$ cat config.mk
export PLATFORM = sky130hd
export DESIGN_NAME = led_fade_chaser
export DESIGN_NICKNAME = d
export VERILOG_FILES = /design/src/rtl/led_fade_chaser.sv
export SDC_FILE = /design/constraint.sdc
export NUM_CORES = 1
export LEC_CHECK = 0
export CAP_MARGIN = 20
export CELL_PAD_IN_SITES_DETAIL_PLACEMENT = 0
export CELL_PAD_IN_SITES_GLOBAL_PLACEMENT = 2
export CORE_MARGIN = 5
export CORE_UTILIZATION = 38
export DETAILED_ROUTE_END_ITERATION = 12
export PLACE_DENSITY = 0.87
export SYNTH_ARGS = -nofsm -noshare
export SYNTH_HDL_FRONTEND = slang
export SYNTH_SLANG_ARGS = --single-unit
$ cat constraint.sdc
create_clock -name CLK_i -period 2.9 [get_ports CLK_i]
set_clock_uncertainty 0.05 [all_clocks]
set_input_delay 0.58 -clock CLK_i [delete_from_list [all_inputs] [get_ports CLK_i]]
set_output_delay 0.58 -clock CLK_i [all_outputs]
set_load 0.005 [all_outputs]
$ cat src/rtl/led_fade_chaser.sv
// ---------------------------------------------------------------------------
// led_fade_chaser
//
// Drives the five Icestick user LEDs with PWM-faded patterns. A triangle-wave
// brightness ramp steps once per tick_i strobe. In chase mode (mode_i=0) a
// single LED carries the ramp and the lit position bounces 0..4..0, advancing
// once per full ramp period. In breathe mode (mode_i=1) all five LEDs carry
// the ramp together and the chase position is frozen.
//
// Ports
//   CLK_i   system clock
//   RST_i   synchronous active-high reset
//   tick_i  one-cycle ramp step strobe (held high = step every cycle)
//   mode_i  0 = chase, 1 = breathe; sampled every cycle
//   D1..D5  registered active-high LED drives
// ---------------------------------------------------------------------------
module led_fade_chaser #(
  parameter int PWM_BITS = 8,
  parameter int STEP     = 16
) (
  input  logic CLK_i,
  input  logic RST_i,
  input  logic tick_i,
  input  logic mode_i,
  output logic D1,
  output logic D2,
  output logic D3,
  output logic D4,
  output logic D5
);

  localparam logic [PWM_BITS-1:0] MAX_V    = {PWM_BITS{1'b1}};
  localparam logic [PWM_BITS-1:0] STEP_V   = PWM_BITS'(STEP);
  // Highest ramp value that can still take a full upward step without
  // overflowing; compared before adding so no carry is ever produced.
  localparam logic [PWM_BITS-1:0] UP_LIMIT = MAX_V - STEP_V;

  typedef enum logic {
    RAMP_UP   = 1'b0,
    RAMP_DOWN = 1'b1
  } ramp_dir_t;

  typedef enum logic {
    POS_RIGHT = 1'b0,
    POS_LEFT  = 1'b1
  } pos_dir_t;

  // State registers
  logic [PWM_BITS-1:0] r_pwm_cnt;
  logic [PWM_BITS-1:0] r_ramp;
  ramp_dir_t           r_ramp_dir;
  logic [2:0]          r_pos;
  pos_dir_t            r_pos_dir;
  logic [4:0]          r_led;

  // Next-state and datapath wires
  logic [PWM_BITS-1:0] w_ramp_nxt;
  ramp_dir_t           w_ramp_dir_nxt;
  logic                w_wrap;
  logic [2:0]          w_pos_nxt;
  pos_dir_t            w_pos_dir_nxt;
  logic [PWM_BITS-1:0] w_duty [5];
  logic [4:0]          w_led_nxt;

  // Triangle ramp: clamps to MAX at the top and to 0 at the bottom, turning
  // around on the clamp. Reaching 0 on the way down is the wrap event.
  always_comb begin
    // NOTE: every signal driven here gets a default first so no path leaves
    // it unassigned, which would otherwise infer a latch.
    w_ramp_nxt     = r_ramp;
    w_ramp_dir_nxt = r_ramp_dir;
    w_wrap         = 1'b0;
    if (tick_i) begin
      unique case (r_ramp_dir)
        RAMP_UP: begin
          if (r_ramp > UP_LIMIT) begin
            w_ramp_nxt     = MAX_V;
            w_ramp_dir_nxt = RAMP_DOWN;
          end else begin
            w_ramp_nxt = r_ramp + STEP_V;
          end
        end
        RAMP_DOWN: begin
          if (r_ramp < STEP_V) begin
            w_ramp_nxt     = '0;
            w_ramp_dir_nxt = RAMP_UP;
            w_wrap         = 1'b1;
          end else begin
            w_ramp_nxt = r_ramp - STEP_V;
          end
        end
        default: ;
      endcase
    end
  end

  // Chase position bounces between the end LEDs, moving once per wrap while
  // in chase mode; breathe mode leaves it untouched.
  always_comb begin
    w_pos_nxt     = r_pos;
    w_pos_dir_nxt = r_pos_dir;
    if (w_wrap && !mode_i) begin
      unique case (r_pos_dir)
        POS_RIGHT: begin
          if (r_pos == 3'd4) begin
            w_pos_nxt     = 3'd3;
            w_pos_dir_nxt = POS_LEFT;
          end else begin
            w_pos_nxt = r_pos + 3'd1;
          end
        end
        POS_LEFT: begin
          if (r_pos == 3'd0) begin
            w_pos_nxt     = 3'd1;
            w_pos_dir_nxt = POS_RIGHT;
          end else begin
            w_pos_nxt = r_pos - 3'd1;
          end
        end
        default: ;
      endcase
    end
  end

  // Duty mapping uses the live mode_i, so a mode change takes effect on the
  // very next registered LED value without disturbing ramp or position.
  always_comb begin
    w_led_nxt = '0;
    for (int k = 0; k < 5; k++) begin
      w_duty[k]    = (mode_i || (r_pos == 3'(k))) ? r_ramp : '0;
      w_led_nxt[k] = (r_pwm_cnt < w_duty[k]);
    end
  end

  always_ff @(posedge CLK_i) begin
    // NOTE: sequential state uses non-blocking assignments so every register
    // samples the pre-edge values, independent of statement order.
    if (RST_i) begin
      r_pwm_cnt  <= '0;
      r_ramp     <= '0;
      r_ramp_dir <= RAMP_UP;
      r_pos      <= 3'd0;
      r_pos_dir  <= POS_RIGHT;
      r_led      <= '0;
    end else begin
      r_pwm_cnt  <= r_pwm_cnt + PWM_BITS'(1);
      r_ramp     <= w_ramp_nxt;
      r_ramp_dir <= w_ramp_dir_nxt;
      r_pos      <= w_pos_nxt;
      r_pos_dir  <= w_pos_dir_nxt;
      r_led      <= w_led_nxt;
    end
  end

  assign D1 = r_led[0];
  assign D2 = r_led[1];
  assign D3 = r_led[2];
  assign D4 = r_led[3];
  assign D5 = r_led[4];

endmodule
# ---- Word level (Yosys, flattened, before mapping)
# Index checks and enable logic that the tools add are counted.
dict set report word_totals {
  out_inout_bits 5
  wordCells 52
  regBits 26
  inputBits 4
}
dict set report op_classes {
  n_addsub 5
  muxes 20
  bitwise 2
  n_eq_ne 4
  n_reduce_logical 8
  order_cmp 7
}
# operator n
set ops {}
lappend ops {{$mux W8} 7}
lappend ops {{$lt A8 B8 Y1} 5}
lappend ops {{$pmux W8 S2} 1}
lappend ops {{$add A8 B1 Y8 const B} 1}
lappend ops {{$add A8 B5 Y8 const B} 1}
lappend ops {{$gt A8 B8 Y1 const B} 1}
lappend ops {{$lt A8 B5 Y1 const B} 1}
lappend ops {{$sub A8 B5 Y8 const B} 1}
lappend ops {{$mux W1} 7}
lappend ops {{$eq A3 B2 Y1 const B} 2}
lappend ops {{$mux W3} 2}
lappend ops {{$pmux W3 S2} 1}
lappend ops {{$logic_or A1 B1 Y1} 5}
lappend ops {{$pmux W1 S2} 2}
lappend ops {{$add A3 B1 Y3 const B} 1}
lappend ops {{$eq A3 B1 Y1 const B} 1}
lappend ops {{$eq A3 B3 Y1 const B} 1}
lappend ops {{$logic_not A3 Y1} 1}
lappend ops {{$sub A3 B1 Y3 const B} 1}
lappend ops {{$not A1 Y1} 2}
lappend ops {{$logic_and A1 B1 Y1} 1}
lappend ops {{$logic_not A1 Y1} 1}

# ---- Logic depth before layout (Yosys ltp)
dict set report logic_depth {
  depth_word 5
  depth_mapped 11
}

# ---- Least setup slack after synthesis
# No wires, ideal clock.
dict set report synth_path {
  path_type {register -> register}
  start {register r_pos[0]}
  end {register r_led[0]}
  stages_incl_launch_ff 11
  n_path_buf 1
  t_arrival_ns 2.371
  setup_time_ns 0.103
  period_less_slack_ns 2.524
  path_slack_ns 0.376
  cell_sequence {dfxtp_1 inv_1 ha_1 buf_4 nor2b_1 or2_2 nand2_1 ha_1 o211a_1 a221o_1 a2111oi_2}
}
dict set report synth_between {
  elab_chain_cells 4
}
# item line
set synth_lines {}
lappend synth_lines {{start: declaration} 52} ;# logic [2:0] r_pos;
lappend synth_lines {{start signal: assignment} 149} ;# r_pos <= w_pos_nxt;
lappend synth_lines {{$logic_not A3 Y1} 130} ;# w_duty[k] = (mode_i || (r_pos == 3'(k))) ? r_ramp : '0;
lappend synth_lines {{$logic_or A1 B1 Y1} 130}
lappend synth_lines {{$mux W8} 130}
lappend synth_lines {{$lt A8 B8 Y1} 131} ;# w_led_nxt[k] = (r_pwm_cnt < w_duty[k]);
lappend synth_lines {{end signal: assignment} 151} ;# r_led <= w_led_nxt;
lappend synth_lines {{end: declaration} 54} ;# logic [4:0] r_led;
# No other way between the ends.
# A chain may end at the register's enable or synchronous reset.

# ---- Worst setup path after layout
# Ends and elaborated chain as after synthesis.

==> summary.txt <==
outcome - complete, no violations
Crit Path Max Fanout - 4
DIE AREA - 6940 um^2
total negative setup slack - 0 ns
Avg WL per Cell - 13.9 um
Max-cap violations - 0
area grow syn2layout - 10.0%
CTS Buf Count - 3
site row count - 26
Synth top area share - 0.276
worst slew pin tran - 0.637 ns
Port Buf Inserts - 8
Starting Density - 0.395
Max Root-Sink Buffers - 2
final cell utilization of the core - 0.434
first-pass detailed-route iteration total - 4
hold buffers post-CTS - 0
post-CTS setup buffers - 0
diode count - 0
f_max - 392 MHz
Initial DRC Count - 65
hpwl dp - 3380 um
Synth Cell Area - 2040 um^2
period utilisation layout - 0.879
CP Class - reg2reg
CP Capture Type - flip-flop
CTS tree - yes
fin nets - 296
HP Class - reg2reg
Final Max Tran Viols - 0
Worst Setup Start Kind - flip-flop
PD cells - 314 nW/um^2
clk slew on worst S/H paths - 0.08 ns
fraction of registers with async set/reset - 0
antenna viol nets, final - 0
DR vias - 1674
Slew headroom - 0.574
largest net degree at the start of global routing - 14
final setup vio count - 0
sequential share of the synthesized area - 0.225
count of cells resized by post-cts repair - 0
Final Wtd Congestion - 0.702
Core ar. - 5170 um^2
count leader, synth - ha_1
I/O Pins - 9
layout cells sized above 1 - 0.0854
H-tree depth - 1
EDFF count, synth - 0
Peak supply drop - 0.167 mV
vias in the first global route - 1583
leak pwr - 0.918 nW
commonest cells in the netlist - 45 x ha_1, 30 x nand2_1, 23 x dfxtp_1
flops & latches, synth - 23
Critical Path AT - 2.67 ns
Synth area leaders - ha_1 28%, dfxtp_1 23%, nand2_1 5.5%, a21oi_1 3.4%, nor2b_1 2.8%
total track usage - 0.132
Avg Inst Size Synth - 8.54 um^2
via-per-instance ratio - 5.30
final wirelength - 4390 um
number of hold violations in the final report - 0
Netlist cell types - 45
post-synth top area cell - ha_1
antenna violations before repair - 0
Synth Flop Type - dfxtp_1
first-pass GRT wire length - 7610 um
CTS sink cnt - 23
Post-Syn Instances - 239
Synth Net Count - 288
Die X-Extent - 83.3 um
WHS - 0.486 ns
grt total ovfl - 0
Clk Latency, worst-skew pair - 0.26 ns
DRC Markers - 0
Synth warnings - 0
unrepaired setup endpoints after global routing - false
CTS Root Cell - clkbuf_8
Tmin final - 2.55 ns
Worst Path Required - 3.01 ns
Die H - 83.3 um
sequential cells by signal, indices dropped and copies added, names as in the netlist, named ones only:
register and flops:
r_led 5, r_pos 3, r_ramp_dir 1, r_pwm_cnt 8, r_ramp 5
final cells by class:
| class | count | area, um^2 |
|---|---|---|
| fill | 530 | 2930 |
| multi-input combinational | 194 | 1480 |
| sequential | 23 | 460 |
| timing repair buffer | 15 | 133 |
| tap | 70 | 87.6 |
| clock buffer | 4 | 45.0 |
| inverter | 10 | 37.5 |
critical path, stage by stage, from the launching register on:
cell,delay [ns]
dfxtp_1,0.39
inv_1,0.11
ha_1,0.22
nor2b_1,0.13
or2_2,0.30
nand2_1,0.13
ha_1,0.24
o211a_1,0.22
a221o_1,0.31
a2111oi_2,0.34
where the power goes:
group	switching [mW]	internal, mW	leakage (nW)	total, mW
Clock	0.103	0.0982	0.0228	0.201
Sequential	0.0229	0.332	0.188	0.355
Combinational	0.0682	0.0811	0.708	0.149
kinds of logic after synthesis:
logic type,synth area share
xor gates and xnor gates,0.0343
adders and majority gates,0.276
buffers and inverters,0.0478
AOI/OAI and AO/OA,0.199
DFF,0.225
and+or+nand+nor,0.218
layout by cell type, fill, tap and decap left out, types with 2 or more instances in the layout:
cell	n
o21ai_0	9
xor2_1	5
nand2_1	30
inv_1	10
clkbuf_8	3
buf_4	7
o211a_1	4
or2_2	4
nor3_1	2
a221o_1	3
a21o_1	3
dfxtp_1	23
nand3_1	6
a21oi_1	14
xnor2_1	3
a221oi_1	2
and3_1	5
nor2b_1	9
a2111o_1	3
a311oi_1	2
nor3b_1	4
nor2_1	14
a31oi_1	5
clkdlybuf4s50_1	8
a211oi_1	3
ha_1	45
per-stage QoR:
stage	power (mW)	cells	instance area [um^2]	setup WS [ns]
finish	0.705	316	2250	0.349
global route	0.761	316	2250	0.182
CTS	0.723	316	2250	0.341
detailed placement	0.514	312	2200	0.102
global placement	0.513	312	2200	0.107
floorplan	0.458	239	2040	0.376
metal layers:
layer  part of all wire  track usage  vias up
li1                   -            -      883
met1               0.53        0.181      774
met2               0.44        0.212       13
met3              0.018       0.0198        4
met4              0.011       0.0401        0
met5                  0            0        -
final timing paths:
kind,start,to,slack (ns),cells after the start
worst min-delay path,r_pwm_cnt[0],r_pwm_cnt[0],0.49,1
worst max register to register,r_pos[0],r_led[0],0.35,9
worst min register to register,r_pwm_cnt[0],r_pwm_cnt[0],0.49,1
worst max-delay path,r_pos[0],r_led[0],0.35,9
Note: power is estimated with default switching activity, not from simulation.
